### config.mk
export PLATFORM = sky130hd
export DESIGN_NAME = alu_op_sequencer
export DESIGN_NICKNAME = d
export VERILOG_FILES = /design/src/rtl/alu_seq_pkg.sv /design/src/rtl/alu_seq_rr_arb.sv /design/src/rtl/alu_op_sequencer.sv
export SDC_FILE = /design/constraint.sdc
export NUM_CORES = 1
export LEC_CHECK = 0
export CORE_MARGIN = 10
export CORE_UTILIZATION = 34
export CTS_BUF_LIST = sky130_fd_sc_hd__clkbuf_8
export DETAILED_ROUTE_END_ITERATION = 8
export DONT_BUFFER_PORTS = 1
export GPL_TIMING_DRIVEN = 0
export PLACE_DENSITY = 0.44
export SLEW_MARGIN = 40
export SYNTH_ARGS = -nofsm -noshare
export SYNTH_HDL_FRONTEND = slang
export SYNTH_SLANG_ARGS = --single-unit
### constraint.sdc
create_clock -name wire_clock -period 3.2 [get_ports wire_clock]
set_clock_uncertainty 0.05 [all_clocks]
set_input_delay 0.48 -clock wire_clock [delete_from_list [all_inputs] [get_ports wire_clock]]
set_output_delay 0.48 -clock wire_clock [all_outputs]
set_load 0.01 [all_outputs]
### src/rtl/alu_seq_pkg.sv
// Opcodes, sequencer state encoding and the per-opcode ALU stage count.
package alu_seq_pkg;

    localparam int DATA_W = 16;
    localparam int OP_W   = 6;
    localparam int CTL_W  = 5;

    localparam logic [OP_W-1:0] OP_ADD   = 6'b100000;
    localparam logic [OP_W-1:0] OP_SUB   = 6'b100001;
    localparam logic [OP_W-1:0] OP_MUL   = 6'b100010;
    localparam logic [OP_W-1:0] OP_DIV   = 6'b100011;
    localparam logic [OP_W-1:0] OP_INC   = 6'b100100;
    localparam logic [OP_W-1:0] OP_MOD   = 6'b100101;
    localparam logic [OP_W-1:0] OP_AND   = 6'b010010;
    localparam logic [OP_W-1:0] OP_OR    = 6'b010011;
    localparam logic [OP_W-1:0] OP_XOR   = 6'b010100;
    localparam logic [OP_W-1:0] OP_NOT   = 6'b010101;
    localparam logic [OP_W-1:0] OP_CMP   = 6'b010110;
    localparam logic [OP_W-1:0] OP_SHIFT = 6'b010000;
    localparam logic [OP_W-1:0] OP_FRLD  = 6'b000110;

    typedef enum logic [1:0] {
        ST_IDLE,
        ST_ISSUE,
        ST_CAPTURE,
        ST_GAP
    } seq_state_t;

    // Number of enable posedges the ALU needs for an opcode; 0 marks an illegal opcode.
    function automatic logic [2:0] alu_lat(input logic [OP_W-1:0] op);
        case (op)
            OP_INC, OP_CMP, OP_SHIFT, OP_FRLD:                          return 3'd2;
            OP_ADD, OP_MUL, OP_DIV, OP_MOD, OP_AND, OP_OR, OP_XOR, OP_NOT: return 3'd3;
            OP_SUB:                                                     return 3'd4;
            default:                                                    return 3'd0;
        endcase
    endfunction

endpackage

### src/rtl/alu_seq_rr_arb.sv
// Two-requester arbiter. Round-robin by default; defining ALU_SEQ_FIXED_PRIO_EN
// makes port 0 always win contention.
module alu_seq_rr_arb (
    input  logic       wire_clock,
    input  logic       wire_reset_n,
    input  logic [1:0] req,
    input  logic       advance,
    output logic [1:0] gnt
);

`ifdef ALU_SEQ_FIXED_PRIO_EN
    always_comb begin
        gnt = 2'b00;
        if (req[0]) begin
            gnt = 2'b01;
        end else if (req[1]) begin
            gnt = 2'b10;
        end
    end
`else
    logic last_grant;

    always_comb begin
        gnt = req;
        if (req == 2'b11) begin
            gnt = last_grant ? 2'b01 : 2'b10;
        end
    end

    always_ff @(posedge wire_clock or negedge wire_reset_n) begin
        if (!wire_reset_n) begin
            last_grant <= 1'b0;
        end else if (advance && (req != 2'b00)) begin
            last_grant <= gnt[1];
        end
    end
`endif

endmodule

### src/rtl/alu_op_sequencer.sv
// Two-port front end for the multi-stage ALU: arbitrates requests, pulses
// alu_enable for the opcode's stage count, captures result/flags and responds.
//
// state      | meaning
// ST_IDLE    | waiting; grant a request and latch its operands
// ST_ISSUE   | alu_enable high, counting down the opcode's stage count
// ST_CAPTURE | enable low; sample alu_m2/alu_fr_out and pulse the response
// ST_GAP     | extra enable-low cycles so the ALU sees a fresh rising edge
module alu_op_sequencer
    import alu_seq_pkg::*;
#(
    parameter int GAP_CYCLES = 1
) (
    input  logic              wire_clock,
    input  logic              wire_reset_n,
    input  logic              req0_valid,
    output logic              req0_ready,
    input  logic [OP_W-1:0]   req0_op,
    input  logic [DATA_W-1:0] req0_a,
    input  logic [DATA_W-1:0] req0_b,
    input  logic [CTL_W-1:0]  req0_ctl,
    input  logic              req1_valid,
    output logic              req1_ready,
    input  logic [OP_W-1:0]   req1_op,
    input  logic [DATA_W-1:0] req1_a,
    input  logic [DATA_W-1:0] req1_b,
    input  logic [CTL_W-1:0]  req1_ctl,
    output logic              rsp0_valid,
    output logic              rsp1_valid,
    output logic [DATA_W-1:0] rsp_result,
    output logic              rsp_err,
    output logic [DATA_W-1:0] fr_q,
    output logic              alu_enable,
    output logic [OP_W-1:0]   alu_op,
    output logic [DATA_W-1:0] alu_m3,
    output logic [DATA_W-1:0] alu_m4,
    output logic              alu_use_carry,
    output logic [2:0]        alu_shift_flag,
    output logic              alu_dec,
    output logic [DATA_W-1:0] alu_fr_in,
    input  logic [DATA_W-1:0] alu_m2,
    input  logic [DATA_W-1:0] alu_fr_out
);

    seq_state_t        state_q, state_d;
    logic [7:0]        cnt_q, cnt_d;
    logic [1:0]        gnt;
    logic              take;
    logic              owner_q;
    logic [CTL_W-1:0]  ctl_q;
    logic [OP_W-1:0]   sel_op;
    logic [DATA_W-1:0] sel_a, sel_b;
    logic [CTL_W-1:0]  sel_ctl;
    logic [2:0]        sel_lat;

    alu_seq_rr_arb u_arb (
        .wire_clock   (wire_clock),
        .wire_reset_n (wire_reset_n),
        .req          ({req1_valid, req0_valid}),
        .advance      (state_q == ST_IDLE),
        .gnt          (gnt)
    );

    assign take       = (state_q == ST_IDLE) && (gnt != 2'b00);
    assign req0_ready = take & gnt[0];
    assign req1_ready = take & gnt[1];

    always_comb begin
        sel_op  = req0_op;
        sel_a   = req0_a;
        sel_b   = req0_b;
        sel_ctl = req0_ctl;
        if (gnt[1]) begin
            sel_op  = req1_op;
            sel_a   = req1_a;
            sel_b   = req1_b;
            sel_ctl = req1_ctl;
        end
    end

    assign sel_lat = alu_lat(sel_op);

    always_comb begin
        state_d = state_q;
        cnt_d   = cnt_q;
        case (state_q)
            ST_IDLE: begin
                // Illegal opcodes stay in IDLE; their error response is raised directly.
                if (take && (sel_lat != 3'd0)) begin
                    state_d = ST_ISSUE;
                    cnt_d   = {5'd0, sel_lat - 3'd1};
                end
            end
            ST_ISSUE: begin
                if (cnt_q == 8'd0) begin
                    state_d = ST_CAPTURE;
                end else begin
                    cnt_d = cnt_q - 8'd1;
                end
            end
            ST_CAPTURE: begin
                if (GAP_CYCLES > 1) begin
                    state_d = ST_GAP;
                    cnt_d   = 8'(GAP_CYCLES - 2);
                end else begin
                    state_d = ST_IDLE;
                end
            end
            ST_GAP: begin
                if (cnt_q == 8'd0) begin
                    state_d = ST_IDLE;
                end else begin
                    cnt_d = cnt_q - 8'd1;
                end
            end
            default: state_d = ST_IDLE;
        endcase
    end

    always_ff @(posedge wire_clock or negedge wire_reset_n) begin
        if (!wire_reset_n) begin
            state_q <= ST_IDLE;
            cnt_q   <= 8'd0;
        end else begin
            state_q <= state_d;
            cnt_q   <= cnt_d;
        end
    end

    always_ff @(posedge wire_clock or negedge wire_reset_n) begin
        if (!wire_reset_n) begin
            alu_op     <= '0;
            alu_m3     <= '0;
            alu_m4     <= '0;
            ctl_q      <= '0;
            owner_q    <= 1'b0;
            rsp0_valid <= 1'b0;
            rsp1_valid <= 1'b0;
            rsp_err    <= 1'b0;
            rsp_result <= '0;
            fr_q       <= '0;
        end else begin
            rsp0_valid <= 1'b0;
            rsp1_valid <= 1'b0;
            if (take) begin
                alu_op  <= sel_op;
                alu_m3  <= sel_a;
                alu_m4  <= sel_b;
                ctl_q   <= sel_ctl;
                owner_q <= gnt[1];
                if (sel_lat == 3'd0) begin
                    rsp0_valid <= gnt[0];
                    rsp1_valid <= gnt[1];
                    rsp_err    <= 1'b1;
                    rsp_result <= '0;
                end
            end
            if (state_q == ST_CAPTURE) begin
                rsp_result <= alu_m2;
                fr_q       <= alu_fr_out;
                rsp_err    <= 1'b0;
                rsp0_valid <= ~owner_q;
                rsp1_valid <= owner_q;
            end
        end
    end

    assign alu_enable     = (state_q == ST_ISSUE);
    assign alu_use_carry  = ctl_q[4];
    assign alu_shift_flag = ctl_q[3:1];
    assign alu_dec        = ctl_q[0];
    assign alu_fr_in      = fr_q;

endmodule

Word-level counts from Yosys, hierarchy flattened
Memories as Yosys holds them, arrays and structs flattened.
Cells that the tools add are included.
{"block": "op_classes", "addsub": 2, "eq_ne": 8, "muxes": 25, "n_bitwise": 3, "n_reduce_logical": 16}
{"op": "$mux W16", "n": 5}
{"op": "$mux W8", "n": 2}
{"op": "$pmux W8 S2", "n": 1}
{"op": "$mux W2", "n": 5}
{"op": "$reduce_bool A2 Y1", "n": 5}
{"op": "$mux W1", "n": 9}
{"op": "$logic_not A8 Y1", "n": 1}
{"op": "$pmux W2 S4", "n": 1}
{"op": "$sub A8 B1 Y8 const B", "n": 1}
{"op": "$eq A2 B2 Y1 const B", "n": 3}
{"op": "$mux W6", "n": 1}
{"op": "$ne A2 B2 Y1 const B", "n": 3}
{"op": "$reduce_and A3 Y1", "n": 2}
{"op": "$mux W5", "n": 1}
{"op": "$logic_and A1 B1 Y1", "n": 3}
{"op": "$logic_not A3 Y1", "n": 1}
{"op": "$reduce_bool A3 Y1", "n": 1}
{"op": "$sub A3 B1 Y3 const B", "n": 1}
{"op": "$and A1 B1 Y1", "n": 2}
{"op": "$eq A2 B1 Y1 const B", "n": 1}
{"op": "$logic_not A2 Y1", "n": 1}
{"op": "$ne A2 B1 Y1 const B", "n": 1}
{"op": "$reduce_and A2 Y1", "n": 1}
{"op": "$reduce_or A2 Y1", "n": 1}
{"op": "$not A1 Y1", "n": 1}
{"block": "totals", "inputBits": 122, "wordCells": 68, "output_inout_bits": 97, "mem_bits_ro": 192, "n_memories": 1, "regBits": 90}
{"name": "(name not given)", "depth": 64, "width": 3, "read_ports": 1, "rd_ports_with_merged_regs": 0, "wr": 0, "line_no": "alu_seq_pkg.sv:31", "text": "case (op)"}

Longest topological paths before layout
Gate-level depths: netlist of run 1.
An unclocked memory read counts as a cell.
{"block": "logic_depth", "ltp_word": 8, "mapped_depth": 11, "ltp_nobuf": 9}

Modules after synthesis
From an unflattened synthesis of run 1, not the netlist that was laid out.
{"block": "unflattened", "cells_unflattened": 443, "area_unflattened_um2": 4236.6}
{"mod": "alu_op_sequencer", "instances": 1, "cells_per_inst": 437, "seq_area_each_um2": 2227.1, "area_each_um2": 4181.5}
{"mod": "alu_seq_rr_arb", "instances": 1, "cells_per_inst": 6, "seq_area_each_um2": 25.0, "area_each_um2": 55.1}

Worst setup path before layout of run 1
No wires, ideal clock.
{"block": "synth_path", "path_type": "input to register", "from": "input req1_valid", "to": "register cnt_q[1]", "arrival_ps": 2358, "path_slack_ps": 673, "setup_ps": 119, "stages": 11, "t_required_ps": 3031, "n_path_buf": 2, "path_cell_list": "a21bo_2 clkbuf_1 nor2_1 o31ai_1 and2_1 ha_1 o311ai_1 and3_1 buf_4 o31a_1 o21a_1"}
{"block": "synth_via", "elab_chain_len": 8, "elab_cells_between_ends": 13, "cone_classes": "add/sub: 1; eq/ne: 2; mux: 4; reduce/logical: 5; memory: 1"}
{"item": "start: declaration", "line_no": "alu_op_sequencer.sv:22", "text": "input logic req1_valid,"}
{"item": "$eq A2 B2 Y1", "line_no": "alu_seq_rr_arb.sv:25", "text": "if (req == 2'b11) begin"}
{"item": "$mux W2 (*)", "line_no": "alu_seq_rr_arb.sv:25"}
{"item": "parallel branches: the longest is 6 deep, another holds $mem_v2 Z64 W3"}
{"item": "end signal: assignment", "line_no": "alu_op_sequencer.sv:126", "text": "cnt_q <= cnt_d;"}
{"item": "end: declaration", "line_no": "alu_op_sequencer.sv:46", "text": "logic [7:0] cnt_q, cnt_d;"}
Every way passes the cells marked *. The select of a mux whose other input is x is not followed.
A chain may end at the register's enable or synchronous reset.

Final worst setup path of run 1
{"block": "layout_path", "from": "register u_arb.last_grant", "to": "register cnt_q[1]"}
{"block": "layout_via", "elab_chain_len": 8, "elab_cells_between_ends": 13, "cone_classes": "add/sub: 1; eq/ne: 1; mux: 5; reduce/logical: 5; memory: 1"}
{"item": "start: declaration", "line_no": "alu_seq_rr_arb.sv:21", "text": "logic last_grant;"}
{"item": "start signal: assignment", "line_no": "alu_seq_rr_arb.sv:34", "text": "last_grant <= gnt[1];"}
{"item": "$mux W2 (*)", "line_no": "alu_seq_rr_arb.sv:26", "text": "gnt = last_grant ? 2'b01 : 2'b10;"}
{"item": "$mux W2 (*)", "line_no": "alu_seq_rr_arb.sv:25"}
{"item": "parallel branches: the longest is 6 deep, another holds $mem_v2 Z64 W3"}
Marked as above.

==> impl_metrics.json, run 1 <==
{
  "synth.mux.area_fraction_pct": 0.231,
  "vdd_ir_drop_max_uv": 186,
  "async_reset_ff_share_pct": 100,
  "ys_ff_latch": 89,
  "yosysSeqAreaShare_pct": 51.5,
  "period_share_pct": 87.1,
  "routed_wl_um": 13700,
  "synth-simple-area-share_pct": 23.8,
  "clockRootBuffer": "clkbuf_8",
  "fp-row-count": 41,
  "clk_latency_ns": 0.37,
  "cts.path.max_buffers": 2,
  "area.growth.synth_to_final_pct": 10.4,
  "max_freq_mhz": 359,
  "track_usage_pct": 15.2,
  "yosys.cell_types.count": 44,
  "power_density_nw_per_um2": 425,
  "layout_common_cells": "nand2_1, dfrtp_1, nor2_1, a31oi_1, buf_4",
  "min_from": "alu_fr_out[7]",
  "period_needed_ns": 2.79,
  "synth.net_count": 606,
  "cpLargestDelayFamily": "compound AO/OA/AOI/OAI gates",
  "wl_per_cell_um": 20.4,
  "cts_buffers": 9,
  "synth_edf_count": 0,
  "grt_pass1_vias": 3636,
  "ant_nets": 0,
  "end_kind": "flop",
  "clk_pin_slew_ns": 0.10,
  "yosys.area_share.adder_pct": 1.16,
  "fp.dieH_um": 133,
  "rsz0062_at_grt": "no",
  "grt_overflow": 0,
  "status": "completed",
  "mostFrequentLayoutCell": "nand2_1",
  "synth_cells": 480,
  "timing.rr.start": "u_arb.last_grant$_DFFE_PN0P_",
  "synth_top_family_by_area": "simple AND/OR/NAND/NOR gates",
  "post-route-drc-count": 0,
  "crit_chain": "a21bo_2 -> clkbuf_2 -> nor3_1 -> a31oi_1 -> ha_1 -> o311ai_1 -> and3_1 -> buf_4 -> o31a_1 -> o21a_1",
  "gp_congestion": 0.727,
  "crit_path_max_incr_delay_ns": 0.47,
  "drv_cap": 0,
  "yosys.area.top_type_share_pct": 51.5,
  "cp-startpoint": "u_arb.last_grant$_DFFE_PN0P_",
  "initialDrtViolationCount": 146,
  "nets": 619,
  "dieArea_um2": 17600,
  "syn_area_um2": 4330,
  "yosys_warnings": 0,
  "place_ws_ns": 0.127,
  "ys.flop_type": "dfrtp_1",
  "p_leak_uw": 0.00214,
  "cp_max_fo": 10,
  "num_vias": 3464,
  "tightest_slew_ns": 0.705,
  "io_pins": 219,
  "start_kind": "flop",
  "drive_above_1_share_pct": 10.8,
  "syn_area_per_cell_um2": 9.01,
  "crit_slowest_cell": "dfrtp_1",
  "grt_first_pass_wirelength_um": 21200,
  "synth_area_leader_cell": "dfrtp_1",
  "cts.sinks": 89,
  "post_cts_buffers": 0,
  "antenna_found_initial": 0,
  "hp-class": "in2reg",
  "finalMaxSlewViolations": 0,
  "ys_top_cells_by_area": "dfrtp_1, nand2_1, a31oi_1",
  "final-hold-violation-count": 0,
  "final.fill_count": 1315,
  "dieWidth_um": 133,
  "timing.slew.headroom_pct": 52.6,
  "tritoncts": "yes",
  "dp_hpwl_um": 10700,
  "htreeDepth": 3,
  "final_core_util_pct": 38.1,
  "cp.required_ns": 3.40,
  "io_buffers": 0,
  "reg2reg_slack_ns": 0.41,
  "n_antenna_cell": 0,
  "start_util_pct": 34.6,
  "drtPass1Iterations": 5,
  "worst_slack_ns": 0.414,
  "core_area_um2": 12500,
  "setup.worst_path.class": "reg2reg",
  "grt_max_degree": 90,
  "synth-xor-area-share_pct": 1.21,
  "synth-compound-area-share_pct": 15.8,
  "arrival_ns": 2.99,
  "setup_viol": 0,
  "viasPerCell": 5.17,
  "path_buf_inv": 2,
  "tns_ns": 0
}
-- kinds of logic after synthesis --
group / after synthesis
XOR/XNOR: 6
adder cells (fa/ha/maj): 4
AO/OA/AOI/OAI: 95
AND/OR/NAND/NOR: 235
multiplexers: 1
flip-flops: 89
buffers and inverters: 50
-- registers in the layout (all words and copies together), names as in the netlist, 2 cells and up --
| name | cells |
|---|---|
| state_q | 2 |
| alu_fr_in | 16 |
| rsp_result | 16 |
| alu_m4 | 16 |
| alu_m3 | 16 |
| ctl_q | 5 |
| cnt_q | 8 |
| alu_op | 6 |
-- per-layer routing --
metal / routed length [um] / up-vias / GRT usage, %
li1: - / 1641 / -
met1: 5290 / 1655 / 16.3
met2: 6480 / 154 / 24.6
met3: 1720 / 14 / 8.71
met4: 185 / 0 / 5.13
met5: 0 / - / 0
-- worst reg2reg max path, stage by stage (launching register included) --
cell      delay (ns)
dfrtp_1         0.47
a21bo_2         0.22
clkbuf_2        0.31
nor3_1          0.11
a31oi_1         0.26
ha_1            0.36
o311ai_1        0.17
and3_1          0.19
buf_4           0.16
o31a_1          0.28
o21a_1          0.10
-- where the power goes --
part	internal (uW)	switching, uW	total, uW
Clock	361	417	777
Combinational	41.5	85.5	127
Sequential	1120	1.25	1130
Total	1530	504	2030
-- what timing repair did --
item,4_1_cts,5_1_grt
hold buffers,2,0
setup endpoints to repair,0,2
hold endpoints to repair,89,0
resized for setup,0,2
-- path summary, 6_finish.rpt --
path                                       endpoint  cells past startpoint
max in group asynchronous    alu_m4[12]$_DFFE_PN0P_                      2
hold reg to reg                cnt_q[6]$_DFFE_PN0P_                      2
hold / removal             alu_fr_in[7]$_DFFE_PN0P_                      2
setup reg to reg               cnt_q[1]$_DFFE_PN0P_                     10
setup / recovery               cnt_q[1]$_DFFE_PN0P_                     10
min in group asynchronous  alu_fr_in[2]$_DFFE_PN0P_                      2
-- metrics by stage --
stage               power (uW)  std cells  cell area, um2  hold slack, ns
finish                    2030        670            4770           0.157
global route              2130        670            4770           0.143
CTS                       2080        670            4770           0.127
detailed placement        1250        652            4540           0.139
global placement          1250        652            4540           0.139
floorplan                 1230        480            4330           0.134
-- layout make-up --
cell class	instances	area [um2]	share of cell area, %
buffer	46	258	5.40
clock buffer	9	124	2.59
clock inverter	7	71.3	1.49
inverter	4	15.0	0.314
multi-input combinational	341	1830	38.3
sequential	89	2230	46.6
tap	172	215	4.51
timing repair buffer	2	37.5	0.786
-- Yosys cell counts, types with 2 or more instances --
| cell | n |
|---|---|
| a211oi_1 | 2 |
| a21oi_1 | 8 |
| a22o_1 | 16 |
| a31oi_1 | 45 |
| and2_1 | 2 |
| buf_1 | 6 |
| buf_2 | 7 |
| buf_4 | 18 |
| clkbuf_1 | 14 |
| dfrtp_1 | 89 |
| ha_1 | 4 |
| inv_1 | 4 |
| nand2_1 | 138 |
| nand2b_1 | 13 |
| nand3_1 | 3 |
| nand3b_1 | 4 |
| nor2_1 | 52 |
| nor2b_1 | 2 |
| nor3_1 | 6 |
| nor4_1 | 2 |
| nor4_4 | 2 |
| nor4b_1 | 3 |
| o211ai_1 | 3 |
| o21a_1 | 2 |
| o21ai_0 | 5 |
| o22ai_1 | 2 |
| o311ai_1 | 2 |
| o31ai_1 | 2 |
| or2_2 | 4 |
| xnor2_1 | 6 |
No activity file was read; power rests on OpenSTA's default activity.
==> run 2: changes to the inputs <==
Settings changed: GPL_ROUTABILITY_DRIVEN set to 0.
==> results of run 2 <==
Final layout, timing and power as in run 1 (identical DEF).
